`src/rtl/icache.sv`:
```
// Direct-mapped, one-word-per-line instruction cache between the fetcher and memory port 0.
// Define ICACHE_STATS_EN to build the hit/miss counters; otherwise both counter ports read as zero.
module icache #(
  parameter int LINES      = 64,
  parameter int ADDR_WIDTH = 32
) (
  input  logic                  clk,
  input  logic                  rst,
  input  logic                  rdy,
  input  logic                  req_valid,
  input  logic [ADDR_WIDTH-1:0] req_addr,
  output logic                  req_ready,
  input  logic                  flush,
  output logic                  resp_valid,
  output logic [31:0]           resp_inst,
  output logic [1:0]            mem_rw_flag,
  output logic [ADDR_WIDTH-1:0] mem_addr,
  output logic [1:0]            mem_len,
  input  logic                  mem_busy,
  input  logic                  mem_done,
  input  logic [31:0]           mem_data,
  output logic [31:0]           hit_cnt,
  output logic [31:0]           miss_cnt
);

  localparam int IDX = $clog2(LINES);
  localparam int TAG = ADDR_WIDTH - IDX - 2;

  typedef enum logic [1:0] {IDLE, MISS, FILL} state_t;

  state_t                  state;
  logic [LINES-1:0]        valid_q;
  logic [TAG-1:0]          tag_q  [LINES];
  logic [31:0]             data_q [LINES];
  logic [ADDR_WIDTH-1:2]   addr_q;
  logic                    resp_q;
  logic                    miss_flushed;

  logic [IDX-1:0]          req_idx;
  logic [TAG-1:0]          req_tag;
  logic [IDX-1:0]          line_idx;
  logic [TAG-1:0]          line_tag;
  logic                    lookup_hit;
  logic                    accept;
  logic                    fill_done;
  logic                    unused_sigs;

  assign req_idx    = req_addr[IDX+1:2];
  assign req_tag    = req_addr[ADDR_WIDTH-1:IDX+2];
  assign line_idx   = addr_q[IDX+1:2];
  assign line_tag   = addr_q[ADDR_WIDTH-1:IDX+2];
  assign lookup_hit = valid_q[req_idx] && (tag_q[req_idx] == req_tag);
  assign req_ready  = (state == IDLE) && rdy;
  assign accept     = req_valid && req_ready && !flush;
  assign fill_done  = (state == MISS) && rdy && mem_done;

  // A redirect hides whatever response is on the wire this cycle.
  assign resp_valid  = resp_q && !flush;
  assign unused_sigs = &{1'b0, mem_busy, req_addr[1:0]};

  always_ff @(posedge clk or negedge rst) begin
    if (!rst) begin
      state        <= IDLE;
      valid_q      <= '0;
      addr_q       <= '0;
      resp_q       <= 1'b0;
      resp_inst    <= '0;
      mem_rw_flag  <= 2'b00;
      mem_addr     <= '0;
      mem_len      <= 2'b00;
      miss_flushed <= 1'b0;
    end else if (rdy) begin
      case (state)
        IDLE: begin
          resp_q <= 1'b0;
          if (accept) begin
            addr_q <= req_addr[ADDR_WIDTH-1:2];
            if (lookup_hit) begin
              resp_q    <= 1'b1;
              resp_inst <= data_q[req_idx];
            end else begin
              state        <= MISS;
              mem_rw_flag  <= 2'b01;
              mem_addr     <= {req_addr[ADDR_WIDTH-1:2], 2'b00};
              mem_len      <= 2'b11;
              miss_flushed <= 1'b0;
            end
          end
        end
        MISS: begin
          // The read cannot be cancelled, so a flush only marks the answer as unwanted.
          if (flush) miss_flushed <= 1'b1;
          if (mem_done) begin
            valid_q[line_idx] <= 1'b1;
            state             <= FILL;
            mem_rw_flag       <= 2'b00;
            mem_len           <= 2'b00;
            if (!(flush || miss_flushed)) begin
              resp_q    <= 1'b1;
              resp_inst <= mem_data;
            end
          end
        end
        FILL: begin
          resp_q <= 1'b0;
          state  <= IDLE;
        end
        default: state <= IDLE;
      endcase
    end
  end

  always_ff @(posedge clk) begin
    if (fill_done) begin
      tag_q[line_idx]  <= line_tag;
      data_q[line_idx] <= mem_data;
    end
  end

`ifdef ICACHE_STATS_EN
  always_ff @(posedge clk or negedge rst) begin
    if (!rst) begin
      hit_cnt  <= '0;
      miss_cnt <= '0;
    end else if (accept) begin
      if (lookup_hit) hit_cnt  <= hit_cnt + 32'd1;
      else            miss_cnt <= miss_cnt + 32'd1;
    end
  end
`else
  assign hit_cnt  = '0;
  assign miss_cnt = '0;
`endif

endmodule
```
`config.mk`:
```
export PLATFORM = sky130hd
export DESIGN_NAME = icache
export DESIGN_NICKNAME = d
export VERILOG_FILES = /design/src/rtl/icache.sv
export SDC_FILE = /design/constraint.sdc
export NUM_CORES = 2
export LEC_CHECK = 0
export BUFFER_PORTS_ARGS = -buffer_cell sky130_fd_sc_hd__buf_2
export CORE_ASPECT_RATIO = 2
export CORE_MARGIN = 3
export CORE_UTILIZATION = 30
export CTS_CLUSTER_SIZE = 10
export DETAILED_ROUTE_END_ITERATION = 10
export HOLD_SLACK_MARGIN = 0.12
export PLACE_DENSITY = 0.41
export SETUP_SLACK_MARGIN = 0.1
export SLEW_MARGIN = 40
export SYNTH_ARGS = -nofsm -noshare
export SYNTH_HDL_FRONTEND = slang
export SYNTH_SLANG_ARGS = --single-unit
```
`constraint.sdc`:
```
create_clock -name clk -period 11.7 [get_ports clk]
set_input_delay 1.755 -clock clk [delete_from_list [all_inputs] [get_ports clk]]
set_output_delay 1.755 -clock clk [all_outputs]
set_load 0.1 [all_outputs]
```
Yosys cells after proc, flatten, opt, wreduce, memory -nomap -nowiden
Memory sizes are Yosys's and may differ from the RTL's.
Index checks and enable logic that the tools add are counted.
{"block": "word_totals", "output_inout_bits": 134, "mem_count": 2, "input_bits": 71, "word_cells": 75, "mem_bits_rw": 3584, "register_bits": 164}
{"block": "classes", "order_cmp": 3, "muxes": 29, "n_eq_ne": 9, "n_bitwise": 2, "reduce_logical": 21}
{"name": "data_q", "depth": 64, "word_bits": 32, "rd": 1, "rd_ports_with_merged_regs": 0, "write_ports": 1, "line": "34", "text": "logic [31:0] data_q [LINES];"}
{"name": "tag_q", "depth": 64, "word_bits": 24, "rd": 1, "rd_ports_with_merged_regs": 0, "write_ports": 1, "line": "33", "text": "logic [TAG-1:0] tag_q [LINES];"}
{"cell": "$mux 32", "n": 4}
{"cell": "$or 64x64->64", "n": 1}
{"cell": "$pmux 32 s2", "n": 1}
{"cell": "$eq 24x24->1", "n": 1}
{"cell": "$lt 6x7->1 const B", "n": 2}
{"cell": "$mux 2", "n": 6}
{"cell": "$ne 2x2->1 const B", "n": 6}
{"cell": "$pmux 2 s2", "n": 3}
{"cell": "$reduce_and 4->1", "n": 3}
{"cell": "$mux 1", "n": 11}
{"cell": "$reduce_and 5->1", "n": 2}
{"cell": "$logic_and 1x1->1", "n": 8}
{"cell": "$bmux 1 s6", "n": 1}
{"cell": "$demux 1 s6", "n": 1}
{"cell": "$ge 6x1->1 const B", "n": 1}
{"cell": "$reduce_and 3->1", "n": 2}
{"cell": "$reduce_and 6->1", "n": 1}
{"cell": "$pmux 1 s3", "n": 1}
{"cell": "$reduce_bool 3->1", "n": 1}
{"cell": "$eq 2x1->1 const B", "n": 1}
{"cell": "$eq 2x2->1 const B", "n": 1}
{"cell": "$logic_not 2->1", "n": 1}
{"cell": "$pmux 1 s2", "n": 1}
{"cell": "$reduce_bool 2->1", "n": 1}
{"cell": "3 further kinds", "n": 3}

Longest topological paths before layout
{"block": "logic_depth", "ltp_word": 6, "ltp_mapped": 19, "ltp_nobuf": 10}

Least setup slack after synthesis
Ideal clock, no wire load.
{"block": "synth_path", "kind": "in2reg", "startpoint": "in req_addr[2]", "endpoint": "reg resp_inst[17]", "n_path_buf": 9, "arrival_time_ns": 5.388, "setup_ns": 0.125, "path_slack_ns": 6.186, "required_ns": 11.575, "cell_stages": 15, "path_cell_list": "buf_6 > buf_8 > buf_6 > buf_6 > buf_6 > buf_6 > buf_6 > buf_6 > buf_1 > mux4_2 > mux4_2 > mux4_2 > nand2_1 > nand2_1 > mux2_4"}
{"block": "synth_between", "elab_chain_len": 5, "elab_cells_between_ends": 11, "classes_between": "eq/ne (2); mux (5); reduce/logical (2); memory (2)"}
{"item": "from (decl)", "line": "11", "text": "input logic [ADDR_WIDTH-1:0] req_addr,"}
{"item": "$mem_v2 64x24 / $bmux 1 s6 (equally long branches)"}
{"item": "$eq 24x24->1 / $mux 1 (equally long branches)", "line": "52", "text": "assign lookup_hit = valid_q[req_idx] && (tag_q[req_idx] == req_tag);"}
{"item": "$logic_and 1x1->1", "line": "52"}
{"item": "$ne 2x2->1 (no line)"}
{"item": "$reduce_and 6->1 (no line)"}
{"item": "to (signal assigned)", "line": "80", "text": "resp_inst <= data_q[req_idx];"}
{"item": "to (signal assigned)", "line": "100", "text": "resp_inst <= mem_data;"}
{"item": "to (decl)", "line": "15", "text": "output logic [31:0] resp_inst,"}
Parallel ways exist; a longest one is shown, timed or not. The select of a mux whose other input is x is not followed.
A chain may end at the register's enable or synchronous reset.

Final worst setup path
{"block": "layout_path", "startpoint": "in req_addr[2]", "endpoint": "reg resp_inst[4]"}
The elaborated chain is that of the path after synthesis.

==> summary.md <==
| Metric | Value |
|---|---|
| Total congestion overflow | 0 |
| Total number of vias | 70300 |
| Hold-fix buffers, CTS | 0 |
| LEAKAGE | 52.9 nW |
| Rows | 360 |
| Clock Tree Buf Depth | 4 |
| Yosys cell types | between 70 and 80 |
| Placeable core area | 480000 um2 |
| Cts repair resizes | 0 |
| Min-delay src | valid_q[38] |
| F_max | 142 MHz |
| IO Port Bufs | 134 |
| Die Area | between 400000 and 500000 um2 |
| Remaining antenna violation count | 0 |
| Status | finished clean |
| Skew-Pair Late Insertion Delay | 960 ps |
| Share of cells above drive strength 1 | 29.9% |
| Worst Path Buf+Inv | 5 |
| Cell Area, Synth | 145000 um2 |
| GRT met3 Usage | 2.59% |
| Slew HR | 36.8% |
| Met2 Resource Use GR | between 30% and 40% |
| Mean Syn Cell Area | about 23 um2 |
| Setup CP Type | input port to flip-flop |
| Synthesis-stage register bit count | 3745 |
| Largest net degree at the start of global routing | 121 |
| Final wirelength | 512 mm |
| Num CTS Buffers | about 420 |
| Gpl congestion | between 0.7 and 0.8 |
| IO Count | 205 |
| Pwr dens | around 190 nW/um2 |
| Crit path capture type | flip-flop |
| Initial antenna violation count | 26 |
| Crit path from | req_addr[2] |
| TritonCTS clock tree | built |
| CP max-delay cell | buf_4 |
| Chip height | 988 um |
| Initial Util | 30.1% |
| Setup-failing EPs final | 0 |
| Final max-slew violation count | 0 |
| CTS Sinks | 3745 |
| Vias per Instance | 5.20 |
| Max-cap viol count | 0 |
| Clock Root Buffer | clkbuf_16 |
| RSZ-0062 raised after global routing | no |
| Most frequent cells after synthesis | 3584 x edfxtp_1, 981 x mux4_2, 261 x nand2_1 |
| HP Class | flip-flop to flip-flop |
| DP HPWL | 288 mm |
| Yosys top cell by area | edfxtp_1 |
| Pwr Total | between 30 and 40 mW |
| Die Wd | 497 um |
| Vias in the first global route | 74400 |
| Seq/Total Area, Yosys | 77.2% |
| Synth Flop Type | edfxtp_1 |
| Min Tclk post-route | roughly 7000 ps |
| Post-route clock skew | 44.4 ps |
| Final hold viol count | 0 |
| GRT met1 Usage | between 20% and 30% |
| CP arrival | approximately 7900 ps |
| Setup TNS | 0 ps |
| Crit path max-delay family | buffers and inverters |
| Pre-Repair DR Iteration Count | 5 |
| Asr flop ratio synth | 4.30% |
| RR Startpoint | state[1] |
| Final period utilization | approximately three fifths |
| Drt wl/cell | 37.9 um |
| Peak VDD IR | about 0.12 mV |
| Busiest layer in global routing | met2 |
| R2r setup slk | approximately 6000 ps |
| Critical Path Start Type | input port |
| Worst path cell trace | buf_12 > buf_12 > buf_16 > buf_4 > mux4_2 > mux4_2 > a21o_1 > nor3_1 > a2111oi_0 > and3_2 > a31oi_4 > buf_4 > mux2_2 |
| Worst Tran Pin Value | ~950 ps |
| Net count, final | 6964 |
| Clock transition at the registers of the reported paths | 60 ps |
| Setup slack after layout | roughly 4700 ps |
| H-tree levels | 5 |
| Setup Fix Bufs, Post-CTS | 0 |
| Top cell type's share of synthesized area | around 74% |
| Largest cells by area after synthesis | edfxtp_1 74%, mux4_2 15%, dfrtp_1 2.8%, mux2i_1 1.5%, nand2_1 0.68% |
| Critical path peak fanout | 58 |
| P&R area growth vs syn | 15.4% |
| Critical Path RT | 12530 ps |
| Yosys warning count | 0 |
| Worst stage delay on the critical path | 730 ps |
| Global-route wire length before repair | about 700 mm |
| GRT Util Overall | 20.5% |
| EDFF count, synth | roughly 3600 |
| Residual DRC | 0 |
| Count leader, synth | edfxtp_1 |
| Iteration-0 DRC Markers | 6712 |
| Cells after synthesis | 6366 |
| Pre-CTS WS | 3550 ps |
-- cell type report --
type	instances	area (um2)
clock buffers	663	11400
inverters	8	38.8
fillers	44700	313000
flip-flops and latches	3745	112000
clock inverters	29	442
multi-input cells	2281	31400
repair buffers	439	3980
well taps	6335	7930
diodes	12	30.0
-- worst register-to-register path: stages (launching register included) --
cell     delay (ps)
dfrtp_1         380
inv_1           130
ha_4            150
buf_6           530
nand3_1         560
nor2_1          450
nand2_1         590
nor2_4          910
buf_6           560
buf_4           800
-- stage by stage --
stage	util, %	hold slack [ps]	cells	cell area, um2
global placement	32.1	445	12800	154000
detailed placement	32.2	451	12800	155000
CTS	34.7	465	13500	167000
floorplan	-	434	6432	145000
finish	34.8	467	13500	167000
global route	34.8	473	13500	167000
-- flip-flops by register name, summed over array words and instances, names as in the netlist --
register	cells
addr_q	30
data_q	2048
mem_addr	30
mem_len	1
miss_flushed	1
resp_inst	32
resp_q	1
state	2
tag_q	1536
valid_q	64
-- kinds of logic (layout without fill, tap and decap cells) --
| kind of cell | count (synthesis) | in the layout | share of synthesized area, % |
|---|---|---|---|
| flops | 3745 | 3745 | 77.2 |
| mux | 1284 | 1284 | 17.5 |
| simple gates | 630 | 630 | 2.07 |
| buf+inv | 406 | 1139 | 1.71 |
| compound gates | 272 | 272 | 1.34 |
| xor+xnor | 25 | 25 | 0.151 |
| fa+ha+maj | 3 | 3 | 0.0260 |
| other cells | 1 | 79 | 0.00259 |
-- cells in the final DEF, fill, tap and decap left out, types with 16 or more instances in the layout --
cell type / netlist / final
o21ai_0: 24 / 24
conb_1: 1 / 67
nand4_1: 21 / 21
buf_12: 3 / 23
nor2_1: 113 / 42
nand2_1: 261 / 258
nor2_4: 0 / 66
mux2i_1: 219 / 219
a22oi_1: 97 / 97
clkbuf_16: 0 / 421
or2_2: 67 / 67
clkbuf_1: 118 / 243
buf_16: 0 / 20
mux4_2: 981 / 981
buf_4: 98 / 238
buf_6: 47 / 48
dfrtp_1: 161 / 154
xor2_1: 17 / 16
buf_2: 81 / 102
nor2b_1: 27 / 19
a21oi_1: 39 / 36
mux2_2: 77 / 77
edfxtp_1: 3584 / 3584
nand3_1: 62 / 59
-- per-layer routing --
layer  vias up  wire length [um]
li1      27700                 -
met1     39800            186000
met2      2175            282000
met3       648             21900
met4         4             21500
met5         -                28
-- final timing paths --
kind / to / cells after the start
hold reg to reg: valid_q[38] / 1
hold / removal: valid_q[38] / 1
max in group asynchronous: addr_q[20] / 3
min in group asynchronous: resp_inst[22] / 1
setup / recovery: resp_inst[4] / 13
setup reg to reg: tag_q[34][6] / 9
-- report_power, final --
part | internal, mW | total, mW | switching, mW | leakage [nW]
Clock | 6.70 | 12.0 | 5.30 | 5.67
Combinational | 0.876 | 3.79 | 2.91 | 12.8
Sequential | 15.8 | 16.1 | 0.291 | 34.4
Total | 23.3 | 31.9 | 8.51 | 52.9
(Power assumes the default switching activity.)
